## src/rtl/pong_frame_sequencer.sv

```systemverilog
// Registered game-state owner for pong: holds paddles, ball and scores around the
// combinational step stage and sequences serve, play, point handling and game-over.
module pong_frame_sequencer #(
    parameter int WIN_SCORE    = 9,
    parameter int SERVE_FRAMES = 30,
    parameter int SERVE_VX     = 2,
    parameter int SERVE_VY     = 1
) (
    input  logic              clk,
    input  logic              reset,
    input  logic              frame_tick,
    input  logic              start,
    input  logic              pause,
    input  logic signed [7:0] step_paddle_1_pos,
    input  logic signed [7:0] step_paddle_2_pos,
    input  logic signed [7:0] step_ball_pos_x,
    input  logic signed [7:0] step_ball_pos_y,
    input  logic signed [3:0] step_ball_vel_x,
    input  logic signed [3:0] step_ball_vel_y,
    input  logic        [3:0] step_score_p1,
    input  logic        [3:0] step_score_p2,
    output logic signed [7:0] paddle_1_pos,
    output logic signed [7:0] paddle_2_pos,
    output logic signed [7:0] ball_pos_x,
    output logic signed [7:0] ball_pos_y,
    output logic signed [3:0] ball_vel_x,
    output logic signed [3:0] ball_vel_y,
    output logic        [3:0] score_p1,
    output logic        [3:0] score_p2,
    output logic        [1:0] state,
    output logic              step_en,
    output logic              game_over,
    output logic              winner
);

    typedef enum logic [1:0] {
        IDLE  = 2'd0,
        SERVE = 2'd1,
        PLAY  = 2'd2,
        OVER  = 2'd3
    } state_t;

    localparam logic signed [3:0] VX_POS     = 4'(SERVE_VX);
    localparam logic signed [3:0] VX_NEG     = 4'(-SERVE_VX);
    localparam logic signed [3:0] VY_SERVE   = 4'(SERVE_VY);
    localparam logic        [3:0] WIN_VALUE  = 4'(WIN_SCORE);
    localparam logic        [7:0] SERVE_LOAD = 8'(SERVE_FRAMES);

    state_t            state_q, state_d;
    logic signed [7:0] paddle1_q, paddle1_d, paddle2_q, paddle2_d;
    logic signed [7:0] ballX_q, ballX_d, ballY_q, ballY_d;
    logic signed [3:0] velX_q, velX_d, velY_q, velY_d;
    logic        [3:0] score1_q, score1_d, score2_q, score2_d;
    logic        [7:0] counter_q, counter_d;
    logic              serveDir_q, serveDir_d;
    logic              winner_q, winner_d;
    logic              p1Point, p2Point;

    always_ff @(posedge clk or posedge reset) begin
        if (reset) begin
            state_q    <= IDLE;
            paddle1_q  <= '0;
            paddle2_q  <= '0;
            ballX_q    <= '0;
            ballY_q    <= '0;
            velX_q     <= '0;
            velY_q     <= '0;
            score1_q   <= '0;
            score2_q   <= '0;
            counter_q  <= '0;
            serveDir_q <= 1'b0;
            winner_q   <= 1'b0;
        end else begin
            state_q    <= state_d;
            paddle1_q  <= paddle1_d;
            paddle2_q  <= paddle2_d;
            ballX_q    <= ballX_d;
            ballY_q    <= ballY_d;
            velX_q     <= velX_d;
            velY_q     <= velY_d;
            score1_q   <= score1_d;
            score2_q   <= score2_d;
            counter_q  <= counter_d;
            serveDir_q <= serveDir_d;
            winner_q   <= winner_d;
        end
    end

    // A simultaneous change of both scores is credited to p1 only.
    assign p1Point = (step_score_p1 != score1_q);
    assign p2Point = (step_score_p2 != score2_q) && !p1Point;
    assign step_en = frame_tick && !pause && (state_q == SERVE || state_q == PLAY);

    always_comb begin
        state_d    = state_q;
        paddle1_d  = paddle1_q;
        paddle2_d  = paddle2_q;
        ballX_d    = ballX_q;
        ballY_d    = ballY_q;
        velX_d     = velX_q;
        velY_d     = velY_q;
        score1_d   = score1_q;
        score2_d   = score2_q;
        counter_d  = counter_q;
        serveDir_d = serveDir_q;
        winner_d   = winner_q;
        case (state_q)
            IDLE, OVER: begin
                if (start) begin
                    state_d    = SERVE;
                    score1_d   = '0;
                    score2_d   = '0;
                    ballX_d    = '0;
                    ballY_d    = '0;
                    velX_d     = '0;
                    velY_d     = '0;
                    counter_d  = SERVE_LOAD;
                    serveDir_d = 1'b0;
                end
            end
            SERVE: begin
                if (step_en) begin
                    paddle1_d = step_paddle_1_pos;
                    paddle2_d = step_paddle_2_pos;
                    ballX_d   = '0;
                    ballY_d   = '0;
                    velX_d    = '0;
                    velY_d    = '0;
                    counter_d = counter_q - 8'd1;
                    if (counter_q == 8'd1) begin
                        state_d = PLAY;
                        velX_d  = serveDir_q ? VX_NEG : VX_POS;
                        velY_d  = VY_SERVE;
                    end
                end
            end
            PLAY: begin
                if (step_en) begin
                    paddle1_d = step_paddle_1_pos;
                    paddle2_d = step_paddle_2_pos;
                    ballX_d   = step_ball_pos_x;
                    ballY_d   = step_ball_pos_y;
                    velX_d    = step_ball_vel_x;
                    velY_d    = step_ball_vel_y;
                    if (p1Point || p2Point) begin
                        ballX_d = '0;
                        ballY_d = '0;
                        velX_d  = '0;
                        velY_d  = '0;
                        if (p1Point) begin
                            score1_d   = step_score_p1;
                            serveDir_d = 1'b0;
                        end else begin
                            score2_d   = step_score_p2;
                            serveDir_d = 1'b1;
                        end
                        if ((p1Point && step_score_p1 == WIN_VALUE) ||
                            (p2Point && step_score_p2 == WIN_VALUE)) begin
                            state_d  = OVER;
                            winner_d = p2Point;
                        end else begin
                            state_d   = SERVE;
                            counter_d = SERVE_LOAD;
                        end
                    end
                end
            end
            default: state_d = IDLE;
        endcase
    end

    assign paddle_1_pos = paddle1_q;
    assign paddle_2_pos = paddle2_q;
    assign ball_pos_x   = ballX_q;
    assign ball_pos_y   = ballY_q;
    assign ball_vel_x   = velX_q;
    assign ball_vel_y   = velY_q;
    assign score_p1     = score1_q;
    assign score_p2     = score2_q;
    assign state        = state_q;
    assign game_over    = (state_q == OVER);
    assign winner       = winner_q;

endmodule

```

## config.mk

```make
export PLATFORM = sky130hd
export DESIGN_NAME = pong_frame_sequencer
export DESIGN_NICKNAME = d
export VERILOG_FILES = /design/src/rtl/pong_frame_sequencer.sv
export SDC_FILE = /design/constraint.sdc
export NUM_CORES = 1
export LEC_CHECK = 0
export ABC_AREA = 1
export CORE_MARGIN = 3
export CORE_UTILIZATION = 40
export CTS_BUF_LIST = sky130_fd_sc_hd__clkbuf_16
export DETAILED_ROUTE_END_ITERATION = 12
export PLACE_DENSITY = 0.79
export SYNTH_ARGS = -nofsm -noshare
export SYNTH_HDL_FRONTEND = slang
export SYNTH_SLANG_ARGS = --single-unit
```

## constraint.sdc

```tcl
create_clock -name clk -period 5.6 [get_ports clk]
set_clock_uncertainty 0.15 [all_clocks]
set_input_delay 1.12 -clock clk [delete_from_list [all_inputs] [get_ports clk]]
set_output_delay 1.12 -clock clk [all_outputs]
set_load 0.02 [all_outputs]
```

==> flow_metrics.py, run 1 <==
metrics = {
    "timing": {
        "rsz0062_at_grt": "no",
        "worst_slew_pin_slew_ns": 0.7363,
        "slew_viol_final": 0,
        "setup_tns_ns": 0,
        "post-route-period-util_pct": 71.07,
        "period_needed_ns": 3.980,
        "setup_viol": 0,
        "slew_headroom_pct": 50.91,
        "finalHoldWorstSlack_ns": 0.3246,
        "finalHoldViolCount": 0,
        "fmax_ghz": 0.2513,
    },
    "synth": {
        "async_flop_share_pct": 100.0,
        "ys.flop_type": "dfrtp_1",
        "yosysWarningCount": 0,
        "synth_enable_flop_cells": 0,
        "ys_seq_elements": 60,
        "ys_top_cells_by_area": "dfrtp_1 (49%), nand2_1 (22%), nand3_1 (6.3%), inv_1 (4.3%), nand4_1 (2.6%)",
        "netlist_top_cells_count": "nand2_1 (183), dfrtp_1 (60), nand3_1 (39)",
        "synth_top_area_cell": "dfrtp_1",
        "synth_area_sq_um": 3079,
        "avgSynthCellArea_sq_um": 7.717,
        "synth_nets": 458,
        "synth_top_area_share_pct": 48.76,
        "yosysUniqueCellTypes": 28,
        "yosysSeqAreaShare_pct": 48.76,
        "synth.most_common_cell": "nand2_1",
        "syn_inst": 399,
    },
    "setup_path": {
        "crit-reg2reg-launch": "state[0]",
        "r2r_setup_slack_ns": 3.02,
        "crit_type": "primary input to output pin",
        "r2r_cells": 9,
        "endpoint_kind": "output pin",
        "regToRegEndpoint": "ball_pos_y[5]",
        "cp-start-kind": "primary input",
        "required_ns": 4.33,
        "critPathArrivalTime_ns": 2.71,
        "crit_fanout": 19,
    },
    "placement": {
        "dp_hpwl_mm": 5.607,
        "gp_congestion": 0.8495,
        "portBuffers": 105,
        "placed_area_sq_um": 4208,
    },
    "clock_tree": {
        "ctsResizeCount": 0,
        "cts_tree": "done",
        "insertion_delay_ns": 0.31,
        "clk_pin_slew_ns": 0.05,
        "post-cts-setup-buffers": 0,
        "cts_buffers": 9,
        "cts_buffer_depth": 2,
        "clock-root-buffer": "clkbuf_16",
        "cts_max_level": 3,
        "cts.sink_count": 60,
        "cts_hold_buf": 0,
    },
    "floorplanning": {
        "dieArea_sq_um": 8787,
        "rows": 31,
        "core_sq_um": 7370,
        "io-pin-count": 106,
        "initial_core_util_pct": 41.78,
        "die_x_microns": 93.74,
        "die_y_microns": 93.74,
    },
    "route": {
        "ant_nets": 0,
        "vias": 2930,
        "first_iter_violations": 102,
        "drc": 0,
        "routed_wirelength_mm": 7.734,
        "routedWlPerCell_microns": 12.66,
        "vias_per_cell": 4.795,
        "dr.pass1.iters": 4,
    },
    "grt": {
        "antenna_found_initial": 0,
        "track_usage_pct": 18.74,
        "grt_pass1_vias": 3015,
        "grt_pass1_wl_mm": 13.23,
        "grt_start_max_net_pins": 61,
        "grt_remaining_overflow": 0,
    },
    "hold_path": {
        "min-delay-start": "paddle_1_pos[2]",
        "hold_depth": 2,
        "hold_class": "register to register",
        "worstHoldEndpoint": "paddle_1_pos[2]",
    },
    "power": {
        "p_total_mw": 1.963,
        "powerDensity_nw_per_um2": 435.1,
        "power.leakage_nw": 2.298,
        "ir_drop_mv": 0.3134,
    },
    "final_layout": {
        "drive_above_1_share_pct": 7.422,
        "n_antenna_cell": 0,
        "final_nets": 567,
        "final_area_sq_um": 4513,
        "fillCellCount": 654,
        "areaGrowthSynthToFinish_pct": 46.57,
    },
    "run_status": {
        "status": "completed",
    },
    "job": {
        "max_cap_violations": 0,
    },
}
==> worst max-delay path by stage <==
| stage | from | end | slack [ns] | depth (start not counted) |
|---|---|---|---|---|
| 2_1_floorplan | frame_tick | step_en | 2.50 | 6 |
| 3_3_place_gp | frame_tick | step_en | 1.62 | 6 |
| 3_5_place_dp | frame_tick | step_en | 1.61 | 6 |
| 4_1_cts | frame_tick | step_en | 1.60 | 6 |
| 5_1_grt | frame_tick | step_en | 1.51 | 6 |
| 6_report | frame_tick | step_en | 1.62 | 6 |
==> critical path, cell delays in order <==
cell and delay [ns]:
clkdlybuf4s50_1 0.45, inv_1 0.04, nor2_2 0.08, nand2_2 0.24, inv_1 0.15, clkdlybuf4s50_1 0.61
==> flip-flops by register name, indices dropped and copies added, names as in the netlist <==
| register | cells |
|---|---|
| ball_pos_x | 8 |
| ball_pos_y | 8 |
| ball_vel_x | 4 |
| ball_vel_y | 4 |
| counter_q | 8 |
| paddle_1_pos | 8 |
| paddle_2_pos | 8 |
| score_p1 | 4 |
| score_p2 | 4 |
| serveDir_q | 1 |
| state | 2 |
| winner | 1 |
==> routing by layer <==
| metal | global-route usage (%) | up-vias | share of wire, % | wire length (microns) |
|---|---|---|---|---|
| met5 | 0 | - | 0 | 0 |
| met4 | 6.498 | 0 | 1.4 | 108 |
| met3 | 3.766 | 12 | 5.4 | 418 |
| met2 | 32.64 | 88 | 49 | 3799 |
| met1 | 23.01 | 1366 | 44 | 3409 |
| li1 | - | 1464 | - | - |
==> layout make-up <==
type	instances	area, sq um	area share (%)
clock buffer	9	225.2	4.990
timing repair buffer	107	1066	23.62
clock inverter	6	80.08	1.774
tap	99	123.9	2.745
multi-input combinational	291	1370	30.36
sequential	60	1501	33.27
inverter	39	146.4	3.244
==> cell usage in the layout, fill, tap and decap left out, types with 4 or more instances in the layout <==
cell / synthesis / layout
a21oi_1: 4 / 4
dfrtp_1: 60 / 60
nand2_2: 7 / 7
clkdlybuf4s50_1: 0 / 105
nand3_1: 39 / 39
nor2_1: 15 / 15
inv_1: 35 / 34
nand4_1: 13 / 13
inv_2: 4 / 5
clkbuf_16: 0 / 9
nor2_2: 4 / 4
nand2_1: 183 / 183
ha_1: 6 / 6
==> report_power, final <==
part	leakage (nW)	total [mW]	internal (mW)	switching (mW)
Combinational	1.35	0.807	0.305	0.501
Clock	0.146	0.559	0.382	0.177
Sequential	0.801	0.597	0.527	0.0708
==> stage by stage <==
stage,worst slack [ns],utilization (%),cells
2_1_floorplan,2.504,-,399
3_3_place_gp,1.617,57.10,596
3_5_place_dp,1.611,57.10,596
4_1_cts,1.600,61.24,611
5_1_grt,1.514,61.24,611
6_report,1.620,61.24,611
==> kinds of logic after synthesis <==
family                     share of synthesized area (%)
adders and majority gates                          2.438
DFF                                                48.76
buffers and inverters                              6.745
AOI/OAI and AO/OA                                  1.828
and+or+nand+nor                                    38.81
xor gates and xnor gates                           1.422
Note: power is estimated with default switching activity, not from simulation.
==> run 2: changes to the inputs <==
==> constraint.sdc (replaced) <==
create_clock -name clk -period 3.9 [get_ports clk]
set_clock_uncertainty 0.15 [all_clocks]
set_input_delay 0.78 -clock clk [delete_from_list [all_inputs] [get_ports clk]]
set_output_delay 0.78 -clock clk [all_outputs]
set_load 0.02 [all_outputs]
==> run 2 against run 1 <==
Against the previous run: design area grew 0.28%; critical path depth is the same; clock-buffer cell count is the same; sequential share of layout area shrank 0.092 points; largest cell class unchanged; combinational power grew 44%; cell count grew 0.16%; critical endpoint unchanged; setup slack lost 1.0 ns; sequential power grew 44%.
==> flow_metrics.py, run 2 (same netlist as run 1, synthesis figures left out) <==
metrics = {
    "route": {
        "drc": 0,
        "dr.pass1.iters": 4,
        "ant_nets": 0,
        "wl_met1_mm": 3.396,
        "dr_wl_met3_microns": 481,
        "vias_per_cell": 4.734,
        "met2WireLength_mm": 3.769,
        "routed.top_layer": "met4",
        "routedWlPerCell_microns": 12.63,
        "vias": 2897,
        "first_iter_violations": 118,
        "routed_wirelength_mm": 7.730,
    },
    "floorplanning": {
        "die_y_microns": 93.74,
        "rows": 31,
        "initial_core_util_pct": 41.78,
        "dieArea_sq_um": 8787,
        "die_x_microns": 93.74,
        "io-pin-count": 106,
        "core_sq_um": 7370,
    },
    "setup_path": {
        "required_ns": 2.97,
        "crit-reg2reg-launch": "state[0]",
        "cp-start-kind": "primary input",
        "slowest_delay_ns": 0.62,
        "regToRegEndpoint": "ball_pos_y[6]",
        "crit_type": "primary input to output pin",
        "r2r_setup_slack_ns": 1.33,
        "crit_fanout": 19,
        "critPathArrivalTime_ns": 2.38,
        "endpoint_kind": "output pin",
        "cpMaxStageDelayCell": "clkdlybuf4s50_1",
        "r2r_cells": 9,
        "worstPathCellList": "clkdlybuf4s50_1 > inv_1 > nor2_2 > nand2_2 > inv_1 > clkdlybuf4s50_1",
    },
    "clock_tree": {
        "clk_pin_slew_ns": 0.05,
        "cts_buffer_depth": 2,
        "ctsResizeCount": 0,
        "cts_buffers": 9,
        "insertion_delay_ns": 0.32,
        "cts_tree": "done",
        "post-cts-setup-buffers": 0,
        "cts.sink_count": 60,
        "cts_max_level": 3,
        "clock-root-buffer": "clkbuf_16",
        "cts_hold_buf": 0,
    },
    "placement": {
        "gp_congestion": 0.8564,
        "portBuffers": 105,
        "placed_area_sq_um": 4208,
        "place_inst": 596,
        "dp_hpwl_mm": 5.506,
    },
    "timing": {
        "setup_tns_ns": 0,
        "setup_viol": 0,
        "slew_headroom_pct": 50.30,
        "post-route-period-util_pct": 84.85,
        "finalHoldWorstSlack_ns": 0.3243,
        "slew_viol_final": 0,
        "rsz0062_at_grt": "no",
        "worst_slew_pin_slew_ns": 0.7455,
        "fmax_ghz": 0.3022,
        "period_needed_ns": 3.309,
        "finalHoldViolCount": 0,
    },
    "final_layout": {
        "regArea_sq_um": 1501,
        "final_common_cell": "nand2_1",
        "drive_above_1_share_pct": 7.797,
        "areaGrowthSynthToFinish_pct": 46.97,
        "final_area_sq_um": 4526,
        "multiInputGateArea_sq_um": 1370,
        "n_antenna_cell": 0,
        "fin_cells": 612,
        "final_nets": 567,
        "layout_common_cells": "nand2_1 (183), clkdlybuf4s50_1 (105), dfrtp_1 (60), nand3_1 (39), inv_1 (35)",
        "fillCellCount": 651,
    },
    "job": {
        "max_cap_violations": 0,
    },
    "grt": {
        "grt_pass1_wl_mm": 13.16,
        "antenna_found_initial": 0,
        "track_usage_pct": 18.68,
        "grt_start_max_net_pins": 61,
        "grt_remaining_overflow": 0,
        "grt_pass1_vias": 2904,
    },
    "run_status": {
        "status": "completed",
    },
    "power": {
        "p_total_mw": 2.851,
        "power.leakage_nw": 2.304,
        "powerDensity_nw_per_um2": 629.9,
        "ir_drop_mv": 0.3946,
    },
    "hold_path": {
        "worstHoldEndpoint": "winner",
        "hold_class": "register to register",
        "hold_depth": 2,
        "min-delay-start": "winner",
    },
}
## run 2: metrics by stage
step	util (%)	setup WS, ns
after floorplan	-	1.400
after global placement	57.10	0.5842
after detailed placement	57.10	0.5651
after CTS	61.41	0.5662
after global routing	61.41	0.4951
final	61.41	0.5907
## run 2: cell type report
class	count	share of cell area, %
Tap cell	99	2.737
Clock buffer	9	4.977
Clock inverter	7	2.046
Inverter	39	3.235
Sequential cell	60	33.18
Timing Repair Buffer	107	23.56
Multi-Input combinational cell	291	30.27
## run 2: worst max path at each step
stage	start	end	cells after the start
finish	frame_tick	step_en	6
global route	frame_tick	step_en	6
CTS	frame_tick	step_en	6
detailed placement	frame_tick	step_en	6
global placement	frame_tick	step_en	6
floorplan	state[0]	step_en	7
## run 2: per-layer routing
| metal | vias to the layer above | GRT usage [%] |
|---|---|---|
| met2 | 95 | 32.76 |
| met4 | 0 | 5.897 |
| met3 | 9 | 3.766 |
| met1 | 1321 | 22.96 |
| met5 | - | 0 |
| li1 | 1472 | - |
## run 2: worst max-delay path: cells and delay by family
family	cells	cell delay (ns)
simple gates	2	0.33
buf+inv	4	1.27
## run 2: power breakdown
part / leakage [nW] / internal, mW / switching [mW] / total [mW]
Sequential: 0.801 / 0.756 / 0.105 / 0.861
Clock: 0.153 / 0.556 / 0.275 / 0.831
Combinational: 1.35 / 0.438 / 0.720 / 1.16
==> run 3: changes to the inputs <==
==> constraint.sdc (replaced) <==
create_clock -name clk -period 3.5 [get_ports clk]
set_clock_uncertainty 0.15 [all_clocks]
set_input_delay 0.7 -clock clk [delete_from_list [all_inputs] [get_ports clk]]
set_output_delay 0.7 -clock clk [all_outputs]
set_load 0.02 [all_outputs]
==> run 3 against run 2 <==
Against the previous run: global-route usage is 0.16 points lower; register-to-register slack worse by 0.33 ns; cell count unchanged; setup slack worse by 0.021 ns; hold slack worse by 0.0040 ns; utilization decreased by 0.37 points; sequential power is 11% higher; critical path type unchanged; critical endpoint unchanged; largest cell class unchanged; highest routed layer unchanged.
==> flow_metrics.py, run 3 (same netlist as run 1, synthesis figures left out) <==
metrics = {
    "run_status": {
        "status": "completed",
    },
    "grt": {
        "grt_pass1_wl_mm": 13.01,
        "grt_remaining_overflow": 0,
        "antenna_found_initial": 0,
        "grt_pass1_vias": 2886,
        "grt_start_max_net_pins": 61,
        "track_usage_pct": 18.53,
    },
    "route": {
        "drc": 0,
        "vias": 2899,
        "routedWlPerCell_microns": 12.56,
        "dr.pass1.iters": 4,
        "routed_wirelength_mm": 7.688,
        "first_iter_violations": 125,
        "vias_per_cell": 4.737,
        "ant_nets": 0,
    },
    "power": {
        "ir_drop_mv": 0.3771,
        "power.leakage_nw": 2.302,
        "powerDensity_nw_per_um2": 683.9,
    },
    "final_layout": {
        "layout_common_cells": "nand2_1 (183), clkdlybuf4s50_1 (105), dfrtp_1 (60), nand3_1 (39), inv_1 (35)",
        "final_area_sq_um": 4498,
        "n_antenna_cell": 0,
        "final_nets": 568,
        "drive_above_1_share_pct": 7.797,
        "areaGrowthSynthToFinish_pct": 46.08,
        "final_common_cell": "nand2_1",
    },
    "clock_tree": {
        "cts_tree": "done",
        "clk_pin_slew_ns": 0.05,
        "cts_hold_buf": 0,
        "cts_buffers": 9,
        "clock-root-buffer": "clkbuf_16",
        "post-cts-setup-buffers": 0,
        "cts.sink_count": 60,
        "cts_buffer_depth": 2,
        "ctsResizeCount": 0,
        "insertion_delay_ns": 0.32,
        "cts_max_level": 3,
    },
    "job": {
        "max_cap_violations": 0,
    },
    "setup_path": {
        "crit-reg2reg-launch": "state[0]",
        "required_ns": 2.65,
        "crit_fanout": 2,
        "cp-start-kind": "primary input",
        "critPathArrivalTime_ns": 2.08,
        "endpoint_kind": "output pin",
        "crit_type": "primary input to output pin",
        "critPathLaunch": "frame_tick",
    },
    "floorplanning": {
        "io-pin-count": 106,
        "die_y_microns": 93.74,
        "dieArea_sq_um": 8787,
        "initial_core_util_pct": 41.78,
        "die_x_microns": 93.74,
        "core_sq_um": 7370,
        "rows": 31,
    },
    "placement": {
        "portBuffers": 105,
        "gp_congestion": 0.8177,
        "placed_area_sq_um": 4215,
        "dp_hpwl_mm": 5.558,
        "dp_slack_ns": 0.5639,
    },
    "timing": {
        "worst_slew_pin_slew_ns": 0.7577,
        "slew_headroom_pct": 49.49,
        "fmax_ghz": 0.3413,
        "finalHoldWorstSlack_ns": 0.3203,
        "period_needed_ns": 2.930,
        "post-route-period-util_pct": 83.71,
        "slew_viol_final": 0,
        "setup_tns_ns": 0,
        "setup_viol": 0,
        "finalHoldViolCount": 0,
        "setup_slack_ns": 0.5701,
        "rsz0062_at_grt": "no",
    },
    "hold_path": {
        "hold_class": "register to register",
        "min-delay-start": "winner",
    },
}
[run 3: cell types whose count changed in the layout (fill, tap and decap cells not counted)]
cell,before,now
buf_4,2,3
clkinv_2,1,3
clkinvlp_4,2,0
bufinv_16,2,1
[run 3: worst paths after layout]
path	slack [ns]	cells after the start	endpoint
min in group asynchronous	0.78	3	ball_pos_x[6]
worst max-delay path	0.57	6	step_en
max in group asynchronous	1.93	3	counter_q[0]
worst min-delay path	0.32	2	winner
worst max register to register	1.00	11	counter_q[5]
worst min register to register	0.32	2	winner
[run 3: per-layer routing]
layer | GRT usage [%] | wire length, microns | vias to the layer above
met5 | 0 | 0 | -
met4 | 3.610 | 59 | 0
met3 | 6.330 | 544 | 6
met2 | 32.35 | 3781 | 81
met1 | 22.18 | 3301 | 1347
li1 | - | - | 1465
[run 3: critical path: stages]
cell             delay (ns)
clkdlybuf4s50_1        0.45
inv_1                  0.04
nor2_2                 0.11
nand2_2                0.07
inv_1                  0.07
clkdlybuf4s50_1        0.63
[run 3: layout make-up]
class / count / area, sq um
timing repair buffer: 108 / 1074
clock inverter: 6 / 57.56
sequential: 60 / 1501
clock buffer: 9 / 225.2
inverter: 39 / 146.4
multi-input combinational: 291 / 1370
tap: 99 / 123.9
fill: 658 / 2872
[run 3: where the power goes]
part           switching (mW)  leakage [nW]  internal [mW]
Clock                   0.294         0.146          0.540
Combinational           0.796          1.36          0.492
Sequential              0.110         0.801          0.843
Total                    1.20          2.30           1.88
[run 3: per-stage QoR]
stage | utilization [%] | power [mW] | std cells
after CTS | 61.04 | 3.115 | 612
final | 61.04 | 3.076 | 612
after global placement | 57.20 | 2.228 | 597
after floorplan | - | 1.794 | 399
after detailed placement | 57.20 | 2.261 | 597
after global routing | 61.04 | 3.296 | 612
